## config.mk

```make
export PLATFORM = sky130hd
export DESIGN_NAME = seq_chunk_packer
export DESIGN_NICKNAME = d
export VERILOG_FILES = /design/src/rtl/seq_chunk_packer.sv
export SDC_FILE = /design/constraint.sdc
export NUM_CORES = 1
export LEC_CHECK = 0
export CORE_ASPECT_RATIO = 1.4
export CORE_MARGIN = 2
export CORE_UTILIZATION = 45
export DETAILED_ROUTE_END_ITERATION = 8
export PLACE_DENSITY = 0.66
export SYNTH_ARGS = -nofsm -noshare
export SYNTH_HDL_FRONTEND = slang
export SYNTH_SLANG_ARGS = --single-unit
```

## constraint.sdc

```tcl
create_clock -name clk -period 2.5 [get_ports clk]
set_input_delay 0.25 -clock clk [delete_from_list [all_inputs] [get_ports clk]]
set_output_delay 0.25 -clock clk [all_outputs]
set_load 0.02 [all_outputs]
```

## src/rtl/seq_chunk_packer.sv

```systemverilog
// seq_chunk_packer: packs a serial 2-bit nucleotide stream into double-buffered, request-released chunks.
// Optional SEQ_PACKER_STATS_EN adds a saturating base_count output.
module seq_chunk_packer #(
    parameter int PE_ARRAY_SIZE = 8,
    parameter int CNT_W = $clog2(PE_ARRAY_SIZE + 1)
) (
    input  logic                       clk,
    input  logic                       rst,
    input  logic [1:0]                 in_base,
    input  logic                       in_valid,
    input  logic                       in_last,
    output logic                       in_ready,
    input  logic                       request,
    output logic [2*PE_ARRAY_SIZE-1:0] chunk,
    output logic [PE_ARRAY_SIZE-1:0]   chunk_valid,
    output logic                       chunk_last
`ifdef SEQ_PACKER_STATS_EN
    ,
    output logic [31:0]                base_count
`endif
);
    logic [2*PE_ARRAY_SIZE-1:0] fillData, holdData;
    logic [PE_ARRAY_SIZE-1:0]   fillMask, holdMask;
    logic [CNT_W-1:0]           fcnt;
    logic                       fclosed, fillLast, holdLast, holdFull, pend;
    logic                       accept, delivering, moveFill;

    assign in_ready   = !fclosed;
    assign accept     = in_valid && !fclosed;
    assign delivering = (request || pend) && holdFull;
    assign moveFill   = fclosed && (!holdFull || delivering);
    // fcnt already counts the stored lanes once the fill is closed
    assign fillMask   = PE_ARRAY_SIZE'(((PE_ARRAY_SIZE + 1)'(1) << fcnt) - (PE_ARRAY_SIZE + 1)'(1));

    always_ff @(posedge clk or posedge rst) begin
        if (rst) begin
            fillData    <= '0;
            fcnt        <= '0;
            fclosed     <= 1'b0;
            fillLast    <= 1'b0;
            holdData    <= '0;
            holdMask    <= '0;
            holdLast    <= 1'b0;
            holdFull    <= 1'b0;
            pend        <= 1'b0;
            chunk       <= '0;
            chunk_valid <= '0;
            chunk_last  <= 1'b0;
        end else begin
            if (accept) begin
                fillData[2*int'(fcnt) +: 2] <= in_base;
                fcnt                        <= fcnt + CNT_W'(1);
                fillLast                    <= in_last;
                if (fcnt == CNT_W'(PE_ARRAY_SIZE - 1) || in_last) fclosed <= 1'b1;
            end else if (moveFill) begin
                fillData <= '0;
                fcnt     <= '0;
                fclosed  <= 1'b0;
                fillLast <= 1'b0;
            end
            if (moveFill) begin
                holdData <= fillData;
                holdMask <= fillMask;
                holdLast <= fillLast;
            end
            holdFull    <= moveFill || (holdFull && !delivering);
            pend        <= !delivering && (pend || request);
            chunk_valid <= delivering ? holdMask : '0;
            chunk_last  <= delivering && holdLast;
            if (delivering) chunk <= holdData;
        end
    end

`ifdef SEQ_PACKER_STATS_EN
    always_ff @(posedge clk or posedge rst) begin
        if (rst) base_count <= '0;
        else if (chunk_last) base_count <= {31'd0, accept};
        else if (accept && base_count != '1) base_count <= base_count + 32'd1;
    end
`endif
endmodule

```

; ---- After elaboration in Yosys (flattened, before gate mapping)
; Cells that the tools add are included.
; Widths: inputs -> output; s select.
[classes]
add_sub_neg = 3
n_eq_ne = 2
n_shift = 3
muxes = 10
reduce_logical = 15
[op_table]
columns = op, n
row1 = $neg 5->33, 1
row2 = $shift 2x33->16 const A, 1
row3 = $shiftx 2x33->16, 1
row4 = $mux 16, 2
row5 = $bwmux 16, 1
row6 = $mux 4, 2
row7 = $mux 8, 1
row8 = $shl 1x4->8 const A, 1
row9 = $sub 8x2->8 const B, 1
row10 = $logic_and 1x1->1, 6
row11 = $add 4x1->4 const B, 1
row12 = $eq 4x3->1 const B, 1
row13 = $logic_or 1x1->1, 4
row14 = $mux 1, 4
row15 = $logic_not 1->1, 3
row16 = $ne 2x1->1 const B, 1
row17 = $reduce_and 2->1, 1
row18 = $reduce_bool 2->1, 1
[word_totals]
register_bits = 74
input_bits = 7
out_inout_bits = 26
wordCells = 45

; ---- Depth between registers and ports, before layout
; Gate-level depths: netlist (run 1).
[logic_depth]
word_depth = 6
ltp_mapped = 9
mapped_depth_nobuf = 8

; ---- Worst setup path after synthesis (run 1)
; No wires, ideal clock.
[synth_path]
path_type = register to register
from = register fcnt[0]
to = register fillData[4]
t_arrival_ns = 1.844
t_required_ns = 2.377
setup_slack_ns = 0.533
stages_incl_launch_ff = 8
path_buffers = 1
period_less_slack_ns = 1.967
path_cell_list = dfrtp_1 -> buf_6 -> inv_1 -> ha_1 -> ha_1 -> nand4_1 -> or3_4 -> mux2i_1
[synth_via]
elab_chain_cells = 4
word_cells_on_any_way = 5
cone_classes = add/sub (1) / shift (2) / mux (2)
[synth_lines]
columns = element, line
row1 = start: declaration, 24  ; logic [CNT_W-1:0] fcnt;
row2 = start signal: assignment, 52  ; fcnt <= fcnt + CNT_W'(1);
row3 = $neg 5->33 *, 51  ; fillData[2*int'(fcnt) +: 2] <= in_base;
row4 = $shiftx 2x33->16 / $shift 2x33->16 (equally long branches), 51
row5 = $bwmux 16 *, 51
row6 = $mux 16 *, 50  ; if (accept) begin
row7 = end signal: indexed assignment, 51
row8 = end: declaration, 22  ; logic [2*PE_ARRAY_SIZE-1:0] fillData, holdData;
; Every way passes the cells marked *; elsewhere a longest branch is shown, timed or not.
; A chain may end at the register's enable or synchronous reset.

; ---- Worst setup path in the final report (run 1)
[layout_path]
from = register fcnt[1]
to = register fillData[9]
; The elaborated chain is that of the path after synthesis.

==> run_results.csv, run 1 <==
group,metric,value,unit
sta,period_share,85.41,%
critical_path,endpoint_kind,"register",
floorplan,fp.dieW,75.76,um
critical_path,path_buf_inv,1,
critical_path,reg2reg_from,"fcnt[1]",
global_routing,antenna_found_initial,0,
sta,fmax,468.3,MHz
critical_path,cp-startpoint,"fcnt[1]",
global_routing,grt_pass1_vias,2226,
logic_synthesis,yosysWarnings,0,
critical_path,crit_slowest_cell,"dfrtp_1",
detailed_routing,vias,2260,
sta,fin_crit,2.135,ns
floorplan,initial_core_util,46.47,%
detailed_routing,drtPass1Iterations,4,
floorplan,die_area,7914,um^2
detailed_routing,drc,0,
floorplan,row_count,36,
cells_and_area,layout-drive-gt1-share,8.000,%
global_routing,grt_usage,17.03,%
logic_synthesis,avgSynthCellArea,9.743,um^2
detailed_routing,vias_per_cell,4.809,
detailed_routing,wl_per_cell,12.41,um
sta,setup-tns-final,0,ns
critical_path,max_stage_delay,0.50,ns
cells_and_area,area_growth_syn_to_layout,19.86,%
placed_design,portBuffers,32,
clocking,cts_hold_buffers,0,
run,maxCapViolations,0,
detailed_routing,drtAntennaViolNets,0,
power_and_ir_drop,powerDensity,927.0,nW/um^2
critical_path,cp.arrival,2.40,ns
floorplan,core,6982,um^2
min_path,hold_path_class,"in -> async",
floorplan,pin_count,33,
sta,slew_violations,0,
critical_path,crit_type,"reg -> reg",
clocking,cts_setup_buffers,0,
cells_and_area,design_area,3889,um^2
detailed_routing,postRouteWirelength,5833,um
clocking,cts_made_buffers,9,
sta,worstMarginPinSlew,1.026,ns
sta,max_slew_margin,31.11,%
sta,final_hold_viol_count,0,
global_routing,overflow,0,
clocking,clk_pin_slew,0.08,ns
placed_design,place_area,3677,um^2
sta,setup_violations,0,
clocking,htree_num_levels,3,
logic_synthesis,ys_ff_latch,74,
clocking,cts_root_buf,"clkbuf_8",
critical_path,crit_chain,"inv_1 > ha_1 > ha_1 > nand4_1 > nor3_1 > mux2i_1",
critical_path,required,2.76,ns
global_routing,grt_pass1_wl,10410,um
power_and_ir_drop,peakVddDrop,0.4843,mV
clocking,cts_max_path_buffers,2,
logic_synthesis,yosysSeqAreaShare,57.08,%
critical_path,cp_common_cell,"ha_1",
critical_path,path_max_fanout,9,
placed_design,dp_hpwl,4124,um
detailed_routing,dr.first_iter.drc_count,135,
cells_and_area,diodes,0,
clocking,cts.sinks,74,
placed_design,gp_congestion,0.8011,
power_and_ir_drop,p_leak,1.961,nW
clocking,cts_tree,"done",
logic_synthesis,syn-num-nets,350,
cells_and_area,fin_nets,388,
global_routing,grt_max_degree,75,
logic_synthesis,synthCells,333,
logic_synthesis,ys_types,35,
critical_path,crit_family,"adder cells",
critical_path,critPathLaunchType,"register",
sta,fin_worst_skew,0.005681,ns
sta,rsz0062_at_grt,"no",
floorplan,die_h,104.5,um
logic_synthesis,netlist_area,3244,um^2
clocking,clk_latency,0.34,ns
clocking,post_cts_resized,0,
run_status,status,"finished, final reports clean",
==> stage by stage <==
stage | util [%] | hold slack [ns] | worst slack [ns] | total power (W) | std cells
floorplan | - | 0.3952 | 0.3684 | 0.002358 | 333
global placement | 52.67 | 0.4490 | 0.4591 | 0.002639 | 455
detailed placement | 52.67 | 0.4493 | 0.3634 | 0.002660 | 455
CTS | 55.70 | 0.3090 | 0.3543 | 0.003644 | 470
global route | 55.70 | 0.3393 | 0.1917 | 0.003840 | 470
finish | 55.70 | 0.2863 | 0.3646 | 0.003605 | 470
==> sequential cells by signal, indices dropped and copies added (netlist names) <==
register and count:
holdData 16, pend 1, fillLast 1, fclosed 1
holdFull 1, chunk_valid 8, holdMask 8, chunk_last 1
holdLast 1, fillData 16, fcnt 4, chunk 16
==> Yosys cell counts <==
master    number  area [um^2]
buf_4          1        7.510
o21ai_1        1        5.000
mux2i_1       18        180.2
nand2b_1       2        12.51
or3b_1         2        17.52
inv_1         10        37.54
nand3_1        6        30.03
nor2_1        10        37.54
nor2_2         1        6.260
o21ai_0        7        35.03
a21oi_1        9        45.04
nor4_4         1        21.27
ha_1          10        125.1
nand4_1        4        25.02
nand2_1      130        488.0
a211o_1        1        8.760
and2_1         9        56.30
or3_4          1        11.26
a21o_1         1        7.510
o22ai_1        1        6.260
nor3_1         5        25.02
clkbuf_1       6        22.52
nand2_2        1        6.260
nor4b_1        1        8.760
o21bai_1       1        7.510
buf_2          3        15.01
nor4_2         1        12.51
or3_1          1        6.260
xor2_1         4        35.03
nor2b_1        3        18.77
buf_6          3        33.78
a211oi_1       1        7.510
mux2_2         1        11.26
a31oi_1        3        18.77
dfrtp_1       74         1852
==> where the power goes <==
group	internal [W]	total [W]	leakage [nW]	switching (W)
Clock	0.000541	0.000975	0.105	0.000433
Combinational	0.000453	0.00112	0.860	0.000664
Sequential	0.00139	0.00151	0.996	0.000122
==> metal layers <==
metal / track usage, % / up-vias / share of wire [%]
li1: - / 1148 / -
met1: 23.82 / 1052 / 46
met2: 25.18 / 43 / 48
met3: 3.198 / 17 / 3.1
met4: 7.895 / 0 / 2.3
met5: 0 / - / 0
==> final cells by class <==
type	instances	area, um^2
flip-flops and latches	74	1852
inverters	10	37.54
well taps	95	118.9
multi-input cells	236	1276
repair buffers	40	392.9
fillers	642	3093
clock inverters	3	46.29
clock buffers	12	165.2
==> cells by family (layout without fill, tap and decap cells) <==
group	count (synthesis)	after routing	synth area share (%)
buf+inv	23	65	3.587
fa+ha+maj	10	10	3.857
simple gates	178	178	24.14
mux	19	19	5.900
flops	74	74	57.08
compound gates	25	25	4.358
xor+xnor	4	4	1.080
==> cells in the final DEF, fill, tap and decap left out, types with 4 or more instances in the layout <==
cell and count:
and2_1 9, nand2_1 130, inv_1 9, clkdlybuf4s50_1 32
buf_4 7, a21oi_1 9, nand4_1 4, nand3_1 6
ha_1 10, mux2i_1 18, clkbuf_8 12, nor2_1 10
nor3_1 5, xor2_1 4, o21ai_0 7, dfrtp_1 74
==> worst reg2reg max path: stages (launching register included) <==
cell	delay, ns
dfrtp_1	0.50
inv_1	0.11
ha_1	0.24
ha_1	0.40
nand4_1	0.20
nor3_1	0.37
mux2i_1	0.24
==> worst paths after layout <==
kind	slack [ns]	depth (start not counted)	end
max	0.36	6	fillData[9]
min	0.29	3	chunk[3]
max reg2reg	0.36	6	fillData[9]
min reg2reg	0.47	2	holdData[6]
max in group asynchronous	1.89	3	fillData[9]
min in group clk	0.47	2	holdData[6]
Note: power is estimated with default switching activity, not from simulation.
==> inputs of run 2 (changes only) <==
- RECOVER_POWER: default -> 25
==> run_results.csv, run 2 (synthesis results as in run 1) <==
group,metric,value,unit
run_status,status,"complete, but fails checks",
run_status,violations,"max-capacitance violations, max-slew violations",
power_and_ir_drop,peakVddDrop,0.4842,mV
critical_path,ff2ff_path_depth,6,
cells_and_area,final_cell_mix,"130 x nand2_1, 74 x dfrtp_1, 31 x clkdlybuf4s50_1, 18 x mux2i_1, 12 x clkbuf_8",
detailed_routing,vias_per_cell,4.794,
detailed_routing,dr.first_iter.drc_count,135,
floorplan,initial_core_util,46.47,%
power_and_ir_drop,p_leak,1.954,nW
sta,setup-tns-final,0,ns
global_routing,overflow,0,
placed_design,dp_hpwl,4124,um
global_routing,grt_pass1_vias,2226,
floorplan,core,6982,um^2
critical_path,required,2.76,ns
floorplan,row_count,36,
clocking,clk_latency,0.34,ns
sta,fmax,468.2,MHz
placed_design,dp_slack,0.3634,ns
sta,setup_violations,0,
clocking,cts_tree,"done",
cells_and_area,layout_commonest_cell,"nand2_1",
cells_and_area,area_growth_syn_to_layout,19.40,%
clocking,cts_hold_buffers,0,
global_routing,grt_usage,17.03,%
critical_path,endpoint_kind,"register",
clocking,clk_pin_slew,0.08,ns
clocking,htree_num_levels,3,
cells_and_area,design_area,3874,um^2
floorplan,die_h,104.5,um
placed_design,gp_congestion,0.8011,
detailed_routing,drtAntennaViolNets,0,
sta,period_share,85.44,%
clocking,cts_setup_buffers,0,
cells_and_area,diodes,0,
global_routing,grt_pass1_wl,10410,um
cells_and_area,layout-drive-gt1-share,7.733,%
global_routing,grt_max_degree,75,
min_path,hold_path_class,"reg -> reg",
floorplan,pin_count,33,
placed_design,place_area,3677,um^2
global_routing,antenna_found_initial,0,
min_path,hold_depth,2,
sta,final_hold_viol_count,0,
power_and_ir_drop,powerDensity,929.2,nW/um^2
clocking,cts_made_buffers,9,
clocking,cts.sinks,74,
critical_path,critPathLaunchType,"register",
floorplan,fp.dieW,75.76,um
placed_design,portBuffers,32,
critical_path,path_max_fanout,9,
sta,max_slew_margin,-16.77,%
critical_path,crit_type,"reg -> reg",
critical_path,cp.arrival,2.40,ns
sta,fin_crit,2.136,ns
clocking,post_cts_resized,0,
detailed_routing,vias,2253,
sta,slew_violations,75,
detailed_routing,drtPass1Iterations,4,
cells_and_area,reg_top3,"chunk (16), fillData (16), holdData (16)",
clocking,cts_root_buf,"clkbuf_8",
detailed_routing,postRouteWirelength,5831,um
sta,fin_worst_skew,0.005681,ns
cells_and_area,fin_nets,388,
clocking,cts_max_path_buffers,2,
detailed_routing,drc,0,
sta,worstMarginPinSlew,1.752,ns
floorplan,die_area,7914,um^2
sta,whs,0.4686,ns
sta,rsz0062_at_grt,"no",
sta,layout_setup_ws,0.3641,ns
detailed_routing,wl_per_cell,12.41,um
run,maxCapViolations,1,
run 2: through the flow:
stage	util (%)	cells	total power, W
finish	55.48	470	0.003600
global route	55.48	470	0.003837
CTS	55.70	470	0.003644
detailed placement	52.67	455	0.002660
global placement	52.67	455	0.002639
floorplan	-	333	0.002358
run 2: critical path, cell delays in order (launching register included):
cell and delay (ns):
dfrtp_1 0.50, inv_1 0.11, ha_1 0.24, ha_1 0.40
nand4_1 0.20, nor3_1 0.37, mux2i_1 0.23
run 2: power breakdown:
group          internal (W)  total, W  leakage, nW  switching (W)
sequential          0.00139   0.00151        0.996       0.000122
combinational      0.000450   0.00111        0.852       0.000662
clock              0.000541  0.000975        0.105       0.000433
run 2: cell type report:
class                           count  area (um^2)
Fill cell                         644         3108
Sequential cell                    74         1852
Multi-Input combinational cell    236         1276
Timing Repair Buffer               40        377.9
Clock buffer                       12        165.2
Tap cell                           95        118.9
Clock inverter                      3        46.29
Inverter                           10        37.54
run 2: worst paths after layout:
kind,slack [ns],end,from
worst max-delay path,0.36,fillData[9],fcnt[1]
worst min register to register,0.47,holdData[6],fillData[6]
min in group asynchronous,0.95,chunk[4],rst
max in group asynchronous,0.50,fillData[9],rst
worst max register to register,0.36,fillData[9],fcnt[1]
worst min-delay path,0.47,holdData[6],fillData[6]
run 2: per-layer routing:
metal  vias up  GRT usage [%]  wire length [um]
met2        41          25.18              2811
met5         -              0                 0
met4         0          7.895               131
met1      1049          23.82              2712
li1       1148              -                 -
met3        15          3.198               175
==> inputs of run 3 (changes only) <==
- clock period: 2.5 -> 2.08 ns (I/O delays scaled with it)
==> run_results.csv, run 3 (synthesis results as in run 1) <==
group,metric,value,unit
run_status,status,"finished, final reports clean",
power_and_ir_drop,clockPowerShare,27.8,%
placed_design,place_area,3724,um^2
run,maxCapViolations,0,
cells_and_area,final_cell_mix,"130 x nand2_1, 74 x dfrtp_1, 31 x clkdlybuf4s50_1, 18 x mux2i_1",
cells_and_area,layout_commonest_cell,"nand2_1",
detailed_routing,postRouteWirelength,6062,um
floorplan,die_h,104.5,um
clocking,cts.sinks,74,
detailed_routing,drc,0,
floorplan,initial_core_util,46.47,%
floorplan,pin_count,33,
critical_path,crit_type,"reg -> reg",
floorplan,row_count,36,
sta,slew_violations,0,
global_routing,grt_usage,17.80,%
critical_path,max_stage_delay,0.41,ns
power_and_ir_drop,peakVddDrop,0.5085,mV
power_and_ir_drop,p_int,0.002958,W
clocking,cts_setup_buffers,0,
critical_path,cp.arrival,2.21,ns
sta,fin_crit,1.932,ns
critical_path,required,2.35,ns
detailed_routing,vias,2291,
clocking,cts_tree,"done",
floorplan,fp.dieW,75.76,um
clocking,clk_latency,0.35,ns
cells_and_area,reg_top3,"chunk (16), fillData (16), holdData (16)",
critical_path,regToRegSetupSlack,0.15,ns
global_routing,antenna_found_initial,0,
global_routing,grt_pass1_vias,2307,
power_and_ir_drop,power_frac_seq,40.4,%
power_and_ir_drop,p_leak,1.985,nW
sta,fmax,517.6,MHz
placed_design,gp_congestion,0.8185,
placed_design,dp_hpwl,4393,um
critical_path,path_buf_inv,2,
sta,setup_violations,0,
cells_and_area,design_area,3933,um^2
cells_and_area,fin_nets,392,
detailed_routing,drtAntennaViolNets,0,
sta,rsz0062_at_grt,"no",
sta,final_hold_viol_count,0,
sta,setup-tns-final,0,ns
critical_path,crit_slowest_cell,"ha_2",
sta,whs,0.4676,ns
clocking,cts_made_buffers,9,
placed_design,dp_slack,0.1494,ns
critical_path,crit_family,"adder cells",
global_routing,grt_max_degree,38,
clocking,cts_root_buf,"clkbuf_8",
sta,worstMarginPinSlew,1.186,ns
sta,period_share,92.88,%
power_and_ir_drop,switching_share,33.70,%
clocking,htree_num_levels,3,
global_routing,grt_pass1_wl,10810,um
power_and_ir_drop,switchingPower,0.001504,W
sta,layout_setup_ws,0.1480,ns
power_and_ir_drop,powerDensity,1135,nW/um^2
floorplan,die_area,7914,um^2
critical_path,path_max_fanout,5,
clocking,cts_max_path_buffers,2,
critical_path,crit_chain,"inv_1 > ha_1 > ha_2 > nand4_1 > nor3_1 > buf_4 > mux2i_1",
cells_and_area,layout-drive-gt1-share,9.211,%
clocking,clk_pin_slew,0.07,ns
placed_design,portBuffers,32,
floorplan,core,6982,um^2
sta,fin_worst_skew,0.006111,ns
critical_path,critPathLaunchType,"register",
cells_and_area,utilization,56.33,%
sta,max_slew_margin,20.49,%
cells_and_area,area_growth_syn_to_layout,21.21,%
critical_path,endpoint_kind,"register",
detailed_routing,wl_per_cell,12.76,um
detailed_routing,vias_per_cell,4.823,
global_routing,overflow,0,
power_and_ir_drop,power.share.combinational,31.8,%
detailed_routing,drtPass1Iterations,4,
detailed_routing,dr.first_iter.drc_count,90,
min_path,hold_path_class,"reg -> reg",
cells_and_area,diodes,0,
==> run 3: cell types whose count changed in the layout (fill, tap and decap cells not counted), sizes merged <==
cell | before | now
clkinv | 1 | 3
buf | 7 | 10
clkbuf | 13 | 12
bufinv | 1 | 2
==> run 3: cell type report <==
class	instances	area (um^2)
clock buffers	10	137.6
clock inverters	6	87.58
fillers	656	3049
inverters	10	38.79
multi-input cells	236	1279
flip-flops and latches	74	1852
well taps	95	118.9
repair buffers	44	419.2
==> run 3: per-layer routing <==
metal	track usage (%)	vias up	part of all wire, %
li1	-	1160	-
met1	25.14	1084	47
met2	26.35	37	48
met3	3.779	10	2.7
met4	7.143	0	1.6
met5	0	-	0
==> run 3: worst min-delay path, stage by stage, from the launching register on <==
cell     delay [ns]
dfrtp_1        0.34
nand2_1        0.05
nand2_1        0.05
==> run 3: stage by stage <==
step	power, W	cells
floorplan	0.002834	333
finish	0.004462	475
global route	0.004753	475
detailed placement	0.003241	459
CTS	0.004505	475
global placement	0.003210	459
==> run 3: worst paths after layout <==
check | endpoint | from | depth (start not counted)
min in group asynchronous | chunk_valid[3] | rst | 2
min reg2reg | holdData[10] | fillData[10] | 2
max | fillData[8] | fcnt[0] | 7
max reg2reg | fillData[8] | fcnt[0] | 7
min | holdData[10] | fillData[10] | 2
max in group asynchronous | holdData[8] | rst | 3
==> run 3: power by group through the flow <==
stage	clock, W	combinational (W)	sequential (W)
3_3_place_gp	0	0.00139	0.00182
2_1_floorplan	0	0.000948	0.00189
4_1_cts	0.00128	0.00142	0.00181
5_1_grt	0.00133	0.00158	0.00184
6_report	0.00124	0.00142	0.00180
3_5_place_dp	0	0.00141	0.00183
==> run 3: repair_timing <==
item                                    CTS  global route
hold buffers                              0             0
gates resized for setup                   0             1
endpoints found under the setup margin    0             4
